[src/rtl/lif_neuron.sv]
// Leaky integrate-and-fire neuron: shift-leak integration with clamp, threshold spike,
// fixed refractory window and a wrapping spike counter.
module lif_neuron #(
  parameter int                   W             = 21,
  parameter logic signed [W-1:0]  THRESHOLD     = 21'sd1000,
  parameter int                   LEAK_SHIFT    = 4,
  parameter logic signed [W-1:0]  V_RESET       = 21'sd0,
  parameter logic signed [W-1:0]  V_FLOOR       = -21'sd65536,
  parameter int                   REFRAC_CYCLES = 3,
  parameter int                   CNT_W         = 16
) (
  input  logic                clk,
  input  logic                rst,
  input  logic                in_valid,
  input  logic signed [W-1:0] in,
  output logic                spike,
  output logic signed [W-1:0] v_mem,
  output logic                refrac,
  output logic [CNT_W-1:0]    spike_cnt
);

  localparam int RC_W = (REFRAC_CYCLES > 1) ? $clog2(REFRAC_CYCLES + 1) : 1;
  localparam logic [RC_W-1:0]         RC_LOAD = RC_W'(REFRAC_CYCLES);
  localparam logic [RC_W-1:0]         RC_ONE  = RC_W'(1);
  localparam logic [CNT_W-1:0]        CNT_ONE = CNT_W'(1);
  localparam logic signed [W+1:0]     C_FLOOR = (W+2)'(V_FLOOR);
  localparam logic signed [W+1:0]     C_MAX   = (W+2)'({1'b0, {(W-1){1'b1}}});

  typedef enum logic {S_INTEG = 1'b0, S_REFRAC = 1'b1} state_t;

  state_t                r_state;
  state_t                w_state_nxt;
  logic signed [W-1:0]   r_v;
  logic                  r_spike;
  logic [CNT_W-1:0]      r_cnt;
  logic [RC_W-1:0]       r_rcnt;

  logic signed [W-1:0]   w_leak;
  logic signed [W+1:0]   w_v_ext;
  logic signed [W+1:0]   w_leak_ext;
  logic signed [W+1:0]   w_in_ext;
  logic signed [W+1:0]   w_sum;
  logic signed [W-1:0]   w_clamp;
  logic                  w_fire;
  logic signed [W-1:0]   w_v_nxt;
  logic                  w_spike_nxt;
  logic [CNT_W-1:0]      w_cnt_nxt;
  logic [RC_W-1:0]       w_rcnt_nxt;

  // Widen by two bits so leak subtraction plus input cannot overflow before the clamp.
  always_comb begin
    w_leak     = r_v >>> LEAK_SHIFT;
    w_v_ext    = {{2{r_v[W-1]}}, r_v};
    w_leak_ext = {{2{w_leak[W-1]}}, w_leak};
    w_in_ext   = {{2{in[W-1]}}, in};
    w_sum      = w_v_ext - w_leak_ext + w_in_ext;
    if (w_sum < C_FLOOR) begin
      w_clamp = V_FLOOR;
    end else if (w_sum > C_MAX) begin
      w_clamp = C_MAX[W-1:0];
    end else begin
      w_clamp = w_sum[W-1:0];
    end
    w_fire = in_valid && (r_state == S_INTEG) && (w_clamp >= THRESHOLD);
  end

  always_ff @(posedge clk) begin
    if (rst) begin
      r_state <= S_INTEG;
      r_v     <= '0;
      r_spike <= 1'b0;
      r_cnt   <= '0;
      r_rcnt  <= '0;
    end else begin
      r_state <= w_state_nxt;
      r_v     <= w_v_nxt;
      r_spike <= w_spike_nxt;
      r_cnt   <= w_cnt_nxt;
      r_rcnt  <= w_rcnt_nxt;
    end
  end

  always_comb begin
    w_state_nxt = r_state;
    case (r_state)
      S_INTEG:  w_state_nxt = w_fire ? S_REFRAC : S_INTEG;
      S_REFRAC: w_state_nxt = (r_rcnt == RC_ONE) ? S_INTEG : S_REFRAC;
      default:  w_state_nxt = S_INTEG;
    endcase
  end

  // Samples arriving during the refractory window are dropped; the membrane stays put.
  always_comb begin
    w_v_nxt     = r_v;
    w_spike_nxt = 1'b0;
    w_cnt_nxt   = r_cnt;
    w_rcnt_nxt  = r_rcnt;
    case (r_state)
      S_INTEG: begin
        if (w_fire) begin
          w_v_nxt     = V_RESET;
          w_spike_nxt = 1'b1;
          w_cnt_nxt   = r_cnt + CNT_ONE;
          w_rcnt_nxt  = RC_LOAD;
        end else if (in_valid) begin
          w_v_nxt = w_clamp;
        end else begin
          w_v_nxt = r_v;
        end
      end
      S_REFRAC: begin
        w_rcnt_nxt = r_rcnt - RC_ONE;
      end
      default: begin
        w_v_nxt = r_v;
      end
    endcase
  end

  assign spike     = r_spike;
  assign v_mem     = r_v;
  assign refrac    = (r_state == S_REFRAC);
  assign spike_cnt = r_cnt;

endmodule

[config.mk]
export PLATFORM = sky130hd
export DESIGN_NAME = lif_neuron
export DESIGN_NICKNAME = d
export VERILOG_FILES = /design/src/rtl/lif_neuron.sv
export SDC_FILE = /design/constraint.sdc
export NUM_CORES = 1
export LEC_CHECK = 0
export ABC_AREA = 1
export CAP_MARGIN = 20
export CORE_UTILIZATION = 32
export DETAILED_ROUTE_END_ITERATION = 10
export GPL_ROUTABILITY_DRIVEN = 1
export PLACE_DENSITY = 0.56
export SKIP_LAST_GASP = 1
export SYNTH_ARGS = -nofsm -noshare
export SYNTH_HDL_FRONTEND = slang
export SYNTH_SLANG_ARGS = --single-unit
[constraint.sdc]
create_clock -name clk -period 4.8 [get_ports clk]
set_clock_uncertainty 0.1 [all_clocks]
set_input_delay 0.72 -clock clk [delete_from_list [all_inputs] [get_ports clk]]
set_output_delay 0.72 -clock clk [all_outputs]
set_load 0.02 [all_outputs]
==> flow_summary.html, run 1 <==
<table>
<tr><th>Metric</th><th>Value</th></tr>
<tr><th colspan="2">Setup path</th></tr>
<tr><td>Data required time at the worst endpoint</td><td>a little under 5000 ps</td></tr>
<tr><td>Arrival time reported for the critical path endpoint</td><td>roughly 4400 ps</td></tr>
<tr><td>Endpoint type of the worst setup path</td><td>flop</td></tr>
<tr><td>Most used cell, CP</td><td>sky130_fd_sc_hd__nand2_1</td></tr>
<tr><td>Delay of the slowest critical-path stage</td><td>580 ps</td></tr>
<tr><td>Top fanout value on the critical path</td><td>10</td></tr>
<tr><td>Critical path's slowest cell</td><td>sky130_fd_sc_hd__fa_1</td></tr>
<tr><td>R2r setup slk</td><td>840 ps</td></tr>
<tr><td>Start-to-end type of the worst setup path</td><td>in -&gt; reg</td></tr>
<tr><td>Launching element type of the critical path</td><td>primary input</td></tr>
<tr><th colspan="2">GRT</th></tr>
<tr><td>Number of antenna violations at the first check in global routing</td><td>0</td></tr>
<tr><td>Wire length of the first global-routing pass</td><td>20.5 mm</td></tr>
<tr><td>Overall overflow remaining after global route</td><td>0</td></tr>
<tr><td>Via count of the first global-routing pass</td><td>4243</td></tr>
<tr><td>GRT Resource Usage Total</td><td>0.175</td></tr>
<tr><td>Maximum number of pins on one net before global-route repair</td><td>34</td></tr>
<tr><th colspan="2">Finish</th></tr>
<tr><td>Number of antenna diodes</td><td>0</td></tr>
<tr><td>Total Nets Final</td><td>between 800 and 900</td></tr>
<tr><td>Fill cell instance count of the final layout</td><td>1557</td></tr>
<tr><td>Post-layout instance count excluding filler cells</td><td>968</td></tr>
<tr><td>Fraction of final layout cells sized beyond drive strength 1</td><td>0.102</td></tr>
<tr><td>Layout overhead on the synthesized area</td><td>20.9%</td></tr>
<tr><th colspan="2">Clock network</th></tr>
<tr><td>H-tree depth</td><td>2</td></tr>
<tr><td>Post-CTS Setup Repair Bufs</td><td>0</td></tr>
<tr><td>Number of sinks handled by clock tree synthesis</td><td>41</td></tr>
<tr><td>Clock tree from TritonCTS</td><td>yes</td></tr>
<tr><td>CTS Root Cell</td><td>sky130_fd_sc_hd__clkbuf_16</td></tr>
<tr><td>TritonCTS buffer count</td><td>5</td></tr>
<tr><td>Skew-Pair Late Insertion Delay</td><td>between 200 and 300 ps</td></tr>
<tr><td>Clock-pin slew on the worst setup and hold paths</td><td>60 ps</td></tr>
<tr><td>Clock Tree Buf Depth</td><td>2</td></tr>
<tr><th colspan="2">Detailed routing</th></tr>
<tr><td>Average via count per standard cell</td><td>4.52</td></tr>
<tr><td>Amount of wire on met2 after detailed routing</td><td>5.79 mm</td></tr>
<tr><td>Vias after detailed routing</td><td>4374</td></tr>
<tr><td>First drt pass iteration count</td><td>6</td></tr>
<tr><td>Met3 wirelength from detailed routing</td><td>390 um</td></tr>
<tr><td>Wire length per cell after detailed routing</td><td>12.8 um</td></tr>
<tr><td>Antenna-violating nets left</td><td>0</td></tr>
<tr><td>Top layer used by detailed routing</td><td>met4</td></tr>
<tr><td>DR iter-0 viols</td><td>192</td></tr>
<tr><td>Wire length after detailed routing</td><td>12.4 mm</td></tr>
<tr><td>Post-route DRC violation count</td><td>0</td></tr>
<tr><td>Routed met1 length</td><td>6.14 mm</td></tr>
<tr><th colspan="2">Yosys</th></tr>
<tr><td>Syn Inst Count</td><td>725</td></tr>
<tr><td>Number of enable flip-flop cells after synthesis</td><td>0</td></tr>
<tr><td>Unique cell type count in the Yosys netlist</td><td>37</td></tr>
<tr><td>Post-Synthesis Cell Area</td><td>4570 um2</td></tr>
<tr><td>Share of synthesized area occupied by flip-flops and latches</td><td>0.180</td></tr>
<tr><td>Cell types with the largest area share after synthesis</td><td>sky130_fd_sc_hd__dfxtp_1 18%, sky130_fd_sc_hd__nand2_1 15%, sky130_fd_sc_hd__inv_1 14%</td></tr>
<tr><td>Synthesized area divided by synthesized cell count</td><td>6.30 um2</td></tr>
<tr><td>Cell accounting for the most synthesized area</td><td>sky130_fd_sc_hd__dfxtp_1</td></tr>
<tr><td>Net count after synthesis</td><td>796</td></tr>
<tr><td>Main flop type after synthesis</td><td>sky130_fd_sc_hd__dfxtp_1</td></tr>
<tr><td>YS warnings</td><td>0</td></tr>
<tr><td>Ys async rst share</td><td>0</td></tr>
<tr><td>Post-synth top area share</td><td>0.180</td></tr>
<tr><td>Number of synthesized register bits</td><td>41</td></tr>
<tr><th colspan="2">Timing</th></tr>
<tr><td>Setup total negative slack</td><td>0 ps</td></tr>
<tr><td>Least-Margin Pin Slew</td><td>roughly 920 ps</td></tr>
<tr><td>Tmin final</td><td>4320 ps</td></tr>
<tr><td>Final Cycle Share</td><td>0.899</td></tr>
<tr><td>Unrepaired setup endpoints after global routing</td><td>no</td></tr>
<tr><td>Final count of negative-setup-slack endpoints</td><td>0</td></tr>
<tr><td>Achievable Freq</td><td>~0.23 GHz</td></tr>
<tr><td>Final hold violation count</td><td>0</td></tr>
<tr><td>Relative slew margins</td><td>0.384</td></tr>
<tr><td>Final slew viol count</td><td>0</td></tr>
<tr><th colspan="2">Floorplanning</th></tr>
<tr><td>Chip Width</td><td>~120 um</td></tr>
<tr><td>Area of the die</td><td>14800 um2</td></tr>
<tr><td>Core area</td><td>about 14000 um2</td></tr>
<tr><td>Boundary Pins</td><td>63</td></tr>
<tr><td>Number of placement rows</td><td>43</td></tr>
<tr><td>Die boundary height</td><td>between 100 and 150 um</td></tr>
<tr><td>Starting Density</td><td>0.329</td></tr>
<tr><th colspan="2">Run status</th></tr>
<tr><td>Status</td><td>completed</td></tr>
<tr><th colspan="2">Place</th></tr>
<tr><td>HPWL after detailed placement</td><td>10.2 mm</td></tr>
<tr><td>Placer's final routability congestion estimate</td><td>0.878</td></tr>
<tr><td>Count of input and output buffers</td><td>62</td></tr>
<tr><td>DP Cell Count</td><td>between 900 and 1k</td></tr>
<tr><th colspan="2">Run</th></tr>
<tr><td>Max capacitance violation total</td><td>0</td></tr>
<tr><th colspan="2">Worst hold path</th></tr>
<tr><td>Hold WC Path Type</td><td>reg -&gt; reg</td></tr>
</table>
-- flip-flops by register name (all words and copies together) (netlist names) --
register / count
spike: 1
spike_cnt: 16
v_mem: 21
refrac: 1
r_rcnt: 2
-- worst max-delay path: cells and delay by family --
kind | cells | cell delay [ps]
buffers and inverters | 5 | 1070
adder cells (fa/ha/maj) | 2 | 1040
AO/OA/AOI/OAI | 2 | 110
AND/OR/NAND/NOR | 17 | 1440
-- layout make-up --
type / instances / area, um2 / area share
Inverter: 176 / 661 / 0.120
Tap cell: 180 / 225 / 0.0408
Timing Repair Buffer: 72 / 708 / 0.128
Clock buffer: 5 / 125 / 0.0226
Clock inverter: 3 / 17.5 / 0.00317
Multi-Input combinational cell: 491 / 2970 / 0.537
Sequential cell: 41 / 821 / 0.149
-- layout by cell type (no fill, tap or decap), drive strengths merged --
master | netlist | layout
a21oi | 35 | 35
a31oi | 1 | 1
and2 | 1 | 1
and3 | 1 | 1
buf | 9 | 10
clkbuf | 8 | 5
clkdlybuf4s50 | 0 | 62
clkinv | 1 | 3
clkinvlp | 0 | 1
dfxtp | 41 | 41
fa | 20 | 20
ha | 27 | 27
inv | 175 | 175
nand2 | 212 | 212
nand3 | 50 | 50
nand3b | 1 | 1
nand4 | 26 | 26
nor2 | 51 | 51
nor3 | 9 | 9
nor4 | 3 | 3
o21ai | 21 | 21
o21bai | 1 | 1
o22ai | 2 | 2
or2 | 3 | 3
xnor2 | 9 | 9
xor2 | 18 | 18
-- cell families after synthesis --
| family | count (synthesis) | share of synthesized area |
|---|---|---|
| AOI/OAI and AO/OA | 60 | 0.0802 |
| xor gates and xnor gates | 27 | 0.0518 |
| adders and majority gates | 47 | 0.162 |
| buffers and inverters | 193 | 0.171 |
| DFF | 41 | 0.180 |
| and+or+nand+nor | 357 | 0.356 |
-- Yosys cell counts (2+ instances only) --
cell type / instances
sky130_fd_sc_hd__nand3_2: 3
sky130_fd_sc_hd__nor2_1: 44
sky130_fd_sc_hd__inv_2: 6
sky130_fd_sc_hd__clkbuf_1: 8
sky130_fd_sc_hd__a21oi_2: 16
sky130_fd_sc_hd__nor2_2: 6
sky130_fd_sc_hd__buf_6: 3
sky130_fd_sc_hd__nand3_1: 46
sky130_fd_sc_hd__ha_1: 27
sky130_fd_sc_hd__nand4_1: 26
sky130_fd_sc_hd__buf_1: 2
sky130_fd_sc_hd__o21ai_1: 5
sky130_fd_sc_hd__xnor2_1: 9
sky130_fd_sc_hd__or2_2: 3
sky130_fd_sc_hd__nor4_1: 3
sky130_fd_sc_hd__o21ai_0: 16
sky130_fd_sc_hd__a21oi_1: 19
sky130_fd_sc_hd__nand2_2: 23
sky130_fd_sc_hd__inv_1: 169
sky130_fd_sc_hd__nor3_1: 9
sky130_fd_sc_hd__nand2_1: 187
sky130_fd_sc_hd__buf_4: 2
sky130_fd_sc_hd__o22ai_1: 2
sky130_fd_sc_hd__xor2_1: 18
sky130_fd_sc_hd__nand2_4: 2
sky130_fd_sc_hd__dfxtp_1: 41
sky130_fd_sc_hd__fa_1: 20
-- layer usage --
layer | global-route usage | vias to the layer above
li1 | - | 2329
met1 | 0.244 | 1968
met2 | 0.296 | 73
met3 | 0.0136 | 4
met4 | 0.0301 | 0
met5 | 0 | -
-- worst paths after layout --
kind            startpoint            end  cells past startpoint
min reg2reg  spike_cnt[12]  spike_cnt[12]                      2
max reg2reg      v_mem[20]  spike_cnt[14]                     25
min          spike_cnt[12]  spike_cnt[12]                      2
max                  in[1]  spike_cnt[14]                     26
-- metrics by stage --
step	hold WS (ps)	util	cell area (um2)	setup WS, ps
after floorplan	388	-	4570	1040
after global placement	387	0.388	5380	188
after detailed placement	391	0.388	5380	159
after CTS	401	0.398	5520	461
after global routing	423	0.398	5530	34.8
final	399	0.398	5530	484
-- repair_timing --
action | CTS | global route
resized for setup | 0 | 1
hold buffers | 0 | 0
endpoints found under the setup margin | 0 | 19
Power of run 1 is left out: the tool's default activity adds up to more than one toggle a clock period on the data nets, which glitch-free logic cannot reach.
==> run 2: changes to the inputs <==
- GPL_TIMING_DRIVEN: unset -> 0
- HOLD_SLACK_MARGIN: unset -> 0.03
==> flow_summary.html, run 2 (synthesized netlist as in run 1, its figures left out) <==
<table>
<tr><th>Metric</th><th>Value</th></tr>
<tr><th colspan="2">Place</th></tr>
<tr><td>HPWL after detailed placement</td><td>10.5 mm (+3.0%)</td></tr>
<tr><td>Placement Setup Slack</td><td>81.1 ps (-78.4 ps)</td></tr>
<tr><td>Count of input and output buffers</td><td>62 (unchanged)</td></tr>
<tr><td>Placer's final routability congestion estimate</td><td>0.866 (-1.3%)</td></tr>
<tr><td>Cell area reported after detailed placement</td><td>5420 um2 (+0.63%)</td></tr>
<tr><th colspan="2">Finish</th></tr>
<tr><td>Max FFs per register</td><td>21 (unchanged)</td></tr>
<tr><td>Most common cell after layout, fill and taps aside</td><td>sky130_fd_sc_hd__nand2_1</td></tr>
<tr><td>Total Nets Final</td><td>865 (+0.82%)</td></tr>
<tr><td>Fraction of final layout cells sized beyond drive strength 1</td><td>0.0943 (-0.00718)</td></tr>
<tr><td>Most used cells in the layout excluding fill and tap cells</td><td>187 x sky130_fd_sc_hd__nand2_1, 169 x sky130_fd_sc_hd__inv_1, 62 x sky130_fd_sc_hd__clkdlybuf4s50_1</td></tr>
<tr><td>Fill cell instance count of the final layout</td><td>1549 (-0.51%)</td></tr>
<tr><td>Post-route core utilization</td><td>0.402 (+0.00406)</td></tr>
<tr><td>Multi-input gate area in the final layout</td><td>2970 um2 (about the same)</td></tr>
<tr><td>Number of antenna diodes</td><td>0 (unchanged)</td></tr>
<tr><td>Summed area of non-filler cells in the final layout</td><td>5580 um2 (+1.0%)</td></tr>
<tr><td>Area of all sequential standard cells</td><td>821 um2 (unchanged)</td></tr>
<tr><td>Layout overhead on the synthesized area</td><td>22.2%</td></tr>
<tr><th colspan="2">Floorplanning</th></tr>
<tr><td>Core area</td><td>13900 um2 (unchanged)</td></tr>
<tr><td>Area of the die</td><td>14800 um2 (unchanged)</td></tr>
<tr><td>Die boundary height</td><td>121 um (unchanged)</td></tr>
<tr><td>Boundary Pins</td><td>63 (unchanged)</td></tr>
<tr><td>Number of placement rows</td><td>43 (unchanged)</td></tr>
<tr><td>Starting Density</td><td>0.329 (unchanged)</td></tr>
<tr><td>Chip Width</td><td>121 um (unchanged)</td></tr>
<tr><th colspan="2">Detailed routing</th></tr>
<tr><td>First drt pass iteration count</td><td>4 (-2)</td></tr>
<tr><td>Vias after detailed routing</td><td>4432 (+1.3%)</td></tr>
<tr><td>Antenna-violating nets left</td><td>0 (unchanged)</td></tr>
<tr><td>DR iter-0 viols</td><td>168 (-13%)</td></tr>
<tr><td>Average via count per standard cell</td><td>4.55 (+0.60%)</td></tr>
<tr><td>Wire length per cell after detailed routing</td><td>12.8 um (+0.38%)</td></tr>
<tr><td>Wire length after detailed routing</td><td>12.5 mm (+1.1%)</td></tr>
<tr><td>Post-route DRC violation count</td><td>0 (unchanged)</td></tr>
<tr><th colspan="2">Setup path</th></tr>
<tr><td>Launching element type of the critical path</td><td>primary input</td></tr>
<tr><td>Endpoint type of the worst setup path</td><td>flop</td></tr>
<tr><td>Arrival time reported for the critical path endpoint</td><td>4460 ps (+80 ps)</td></tr>
<tr><td>R2r setup slk</td><td>790 ps (-50 ps)</td></tr>
<tr><td>Worst reg2reg path endpoint</td><td>spike_cnt[13]</td></tr>
<tr><td>Top fanout value on the critical path</td><td>10 (unchanged)</td></tr>
<tr><td>Worst R2R Start</td><td>v_mem[5]</td></tr>
<tr><td>Start-to-end type of the worst setup path</td><td>in -&gt; reg</td></tr>
<tr><td>Cells on worst reg2reg path</td><td>25 (unchanged)</td></tr>
<tr><td>Data required time at the worst endpoint</td><td>4850 ps (about the same)</td></tr>
<tr><th colspan="2">GRT</th></tr>
<tr><td>Wire length of the first global-routing pass</td><td>20.6 mm (+0.43%)</td></tr>
<tr><td>Overall overflow remaining after global route</td><td>0 (unchanged)</td></tr>
<tr><td>Via count of the first global-routing pass</td><td>4318 (+1.8%)</td></tr>
<tr><td>Maximum number of pins on one net before global-route repair</td><td>14 (-59%)</td></tr>
<tr><td>Number of antenna violations at the first check in global routing</td><td>0 (unchanged)</td></tr>
<tr><td>GRT Resource Usage Total</td><td>0.177 (+0.00203)</td></tr>
<tr><th colspan="2">Clock network</th></tr>
<tr><td>Post_cts resized</td><td>0 (unchanged)</td></tr>
<tr><td>H-tree depth</td><td>2 (unchanged)</td></tr>
<tr><td>Clock Tree Buf Depth</td><td>2 (unchanged)</td></tr>
<tr><td>Post-CTS Setup Repair Bufs</td><td>0 (unchanged)</td></tr>
<tr><td>Number of hold buffers added after CTS</td><td>0 (unchanged)</td></tr>
<tr><td>CTS Root Cell</td><td>sky130_fd_sc_hd__clkbuf_16</td></tr>
<tr><td>Skew-Pair Late Insertion Delay</td><td>280 ps (about the same)</td></tr>
<tr><td>Clock-pin slew on the worst setup and hold paths</td><td>60 ps (about the same)</td></tr>
<tr><td>TritonCTS buffer count</td><td>5 (unchanged)</td></tr>
<tr><td>Number of sinks handled by clock tree synthesis</td><td>41 (unchanged)</td></tr>
<tr><td>Clock tree from TritonCTS</td><td>yes</td></tr>
<tr><th colspan="2">Timing</th></tr>
<tr><td>Unrepaired setup endpoints after global routing</td><td>no</td></tr>
<tr><td>Relative slew margins</td><td>0.533 (+0.148)</td></tr>
<tr><td>Worst Slack Setup Final</td><td>385 ps (-99.5 ps)</td></tr>
<tr><td>Final Cycle Share</td><td>0.920 (+0.0207)</td></tr>
<tr><td>Final slew viol count</td><td>0 (unchanged)</td></tr>
<tr><td>Achievable Freq</td><td>0.226 GHz (-2.3%)</td></tr>
<tr><td>Final count of negative-setup-slack endpoints</td><td>0 (unchanged)</td></tr>
<tr><td>Final hold violation count</td><td>0 (unchanged)</td></tr>
<tr><td>Setup total negative slack</td><td>0 ps (unchanged)</td></tr>
<tr><td>Tmin final</td><td>4420 ps (+99.5 ps)</td></tr>
<tr><td>Least-Margin Pin Slew</td><td>701 ps (-221 ps)</td></tr>
<tr><th colspan="2">Run</th></tr>
<tr><td>Max capacitance violation total</td><td>0 (unchanged)</td></tr>
<tr><th colspan="2">Run status</th></tr>
<tr><td>Status</td><td>completed</td></tr>
<tr><th colspan="2">Worst hold path</th></tr>
<tr><td>Start point of the worst hold path</td><td>spike_cnt[7]</td></tr>
<tr><td>Hold WC Path Type</td><td>reg -&gt; reg</td></tr>
<tr><td>Worst hold path endpoint</td><td>spike_cnt[7]</td></tr>
<tr><td>Worst hold path stage count</td><td>2 (unchanged)</td></tr>
</table>
run 2: worst max-delay path by stage:
stage	from	end	depth (start not counted)
floorplan	in[1]	spike_cnt[8]	25
global placement	in[1]	spike_cnt[9]	26
detailed placement	in[1]	spike_cnt[9]	26
CTS	in[1]	spike_cnt[13]	26
global route	in[1]	spike_cnt[5]	26
finish	in[1]	spike_cnt[13]	25
run 2: critical path, cell delays in order:
cell	delay [ps]
sky130_fd_sc_hd__clkdlybuf4s50_1	430
sky130_fd_sc_hd__fa_1	580
sky130_fd_sc_hd__inv_1	70
sky130_fd_sc_hd__fa_1	460
sky130_fd_sc_hd__inv_1	110
sky130_fd_sc_hd__nand2_1	70
sky130_fd_sc_hd__nand2_1	80
sky130_fd_sc_hd__nand2_1	90
sky130_fd_sc_hd__nor2_2	180
sky130_fd_sc_hd__nand2_1	120
sky130_fd_sc_hd__nand3_1	120
sky130_fd_sc_hd__nand2_1	60
sky130_fd_sc_hd__nand2_1	60
sky130_fd_sc_hd__nand2_1	50
sky130_fd_sc_hd__nor2_1	90
sky130_fd_sc_hd__nand2_1	60
sky130_fd_sc_hd__nand2_2	120
sky130_fd_sc_hd__o21ai_0	180
sky130_fd_sc_hd__nor2_1	140
sky130_fd_sc_hd__nand2_1	90
sky130_fd_sc_hd__nand2_4	130
sky130_fd_sc_hd__nand3_4	150
sky130_fd_sc_hd__buf_8	190
sky130_fd_sc_hd__nand2_2	70
sky130_fd_sc_hd__a21oi_2	50
run 2: area by class of cell:
| cell class | count | area share |
|---|---|---|
| inverters | 176 | 0.118 |
| flip-flops and latches | 41 | 0.147 |
| well taps | 180 | 0.0403 |
| clock buffers | 6 | 0.0231 |
| multi-input cells | 491 | 0.531 |
| plain buffers | 17 | 0.0217 |
| clock inverters | 2 | 0.00695 |
| repair buffers | 62 | 0.111 |
run 2: per-stage QoR:
step                      instances  hold slack, ps
final                           975             399
after global routing            975             416
after CTS                       975             402
after detailed placement        967             392
after global placement          967             388
after floorplan                 725             388
run 2: metal layers:
layer,track usage,part of all wire,up-vias
met1,0.232,0.48,1995
met4,0.0285,0.0062,0
met2,0.312,0.48,70
met3,0.0216,0.038,8
li1,-,-,2359
met5,0,0,-
Power of run 2 is left out for the same reason.
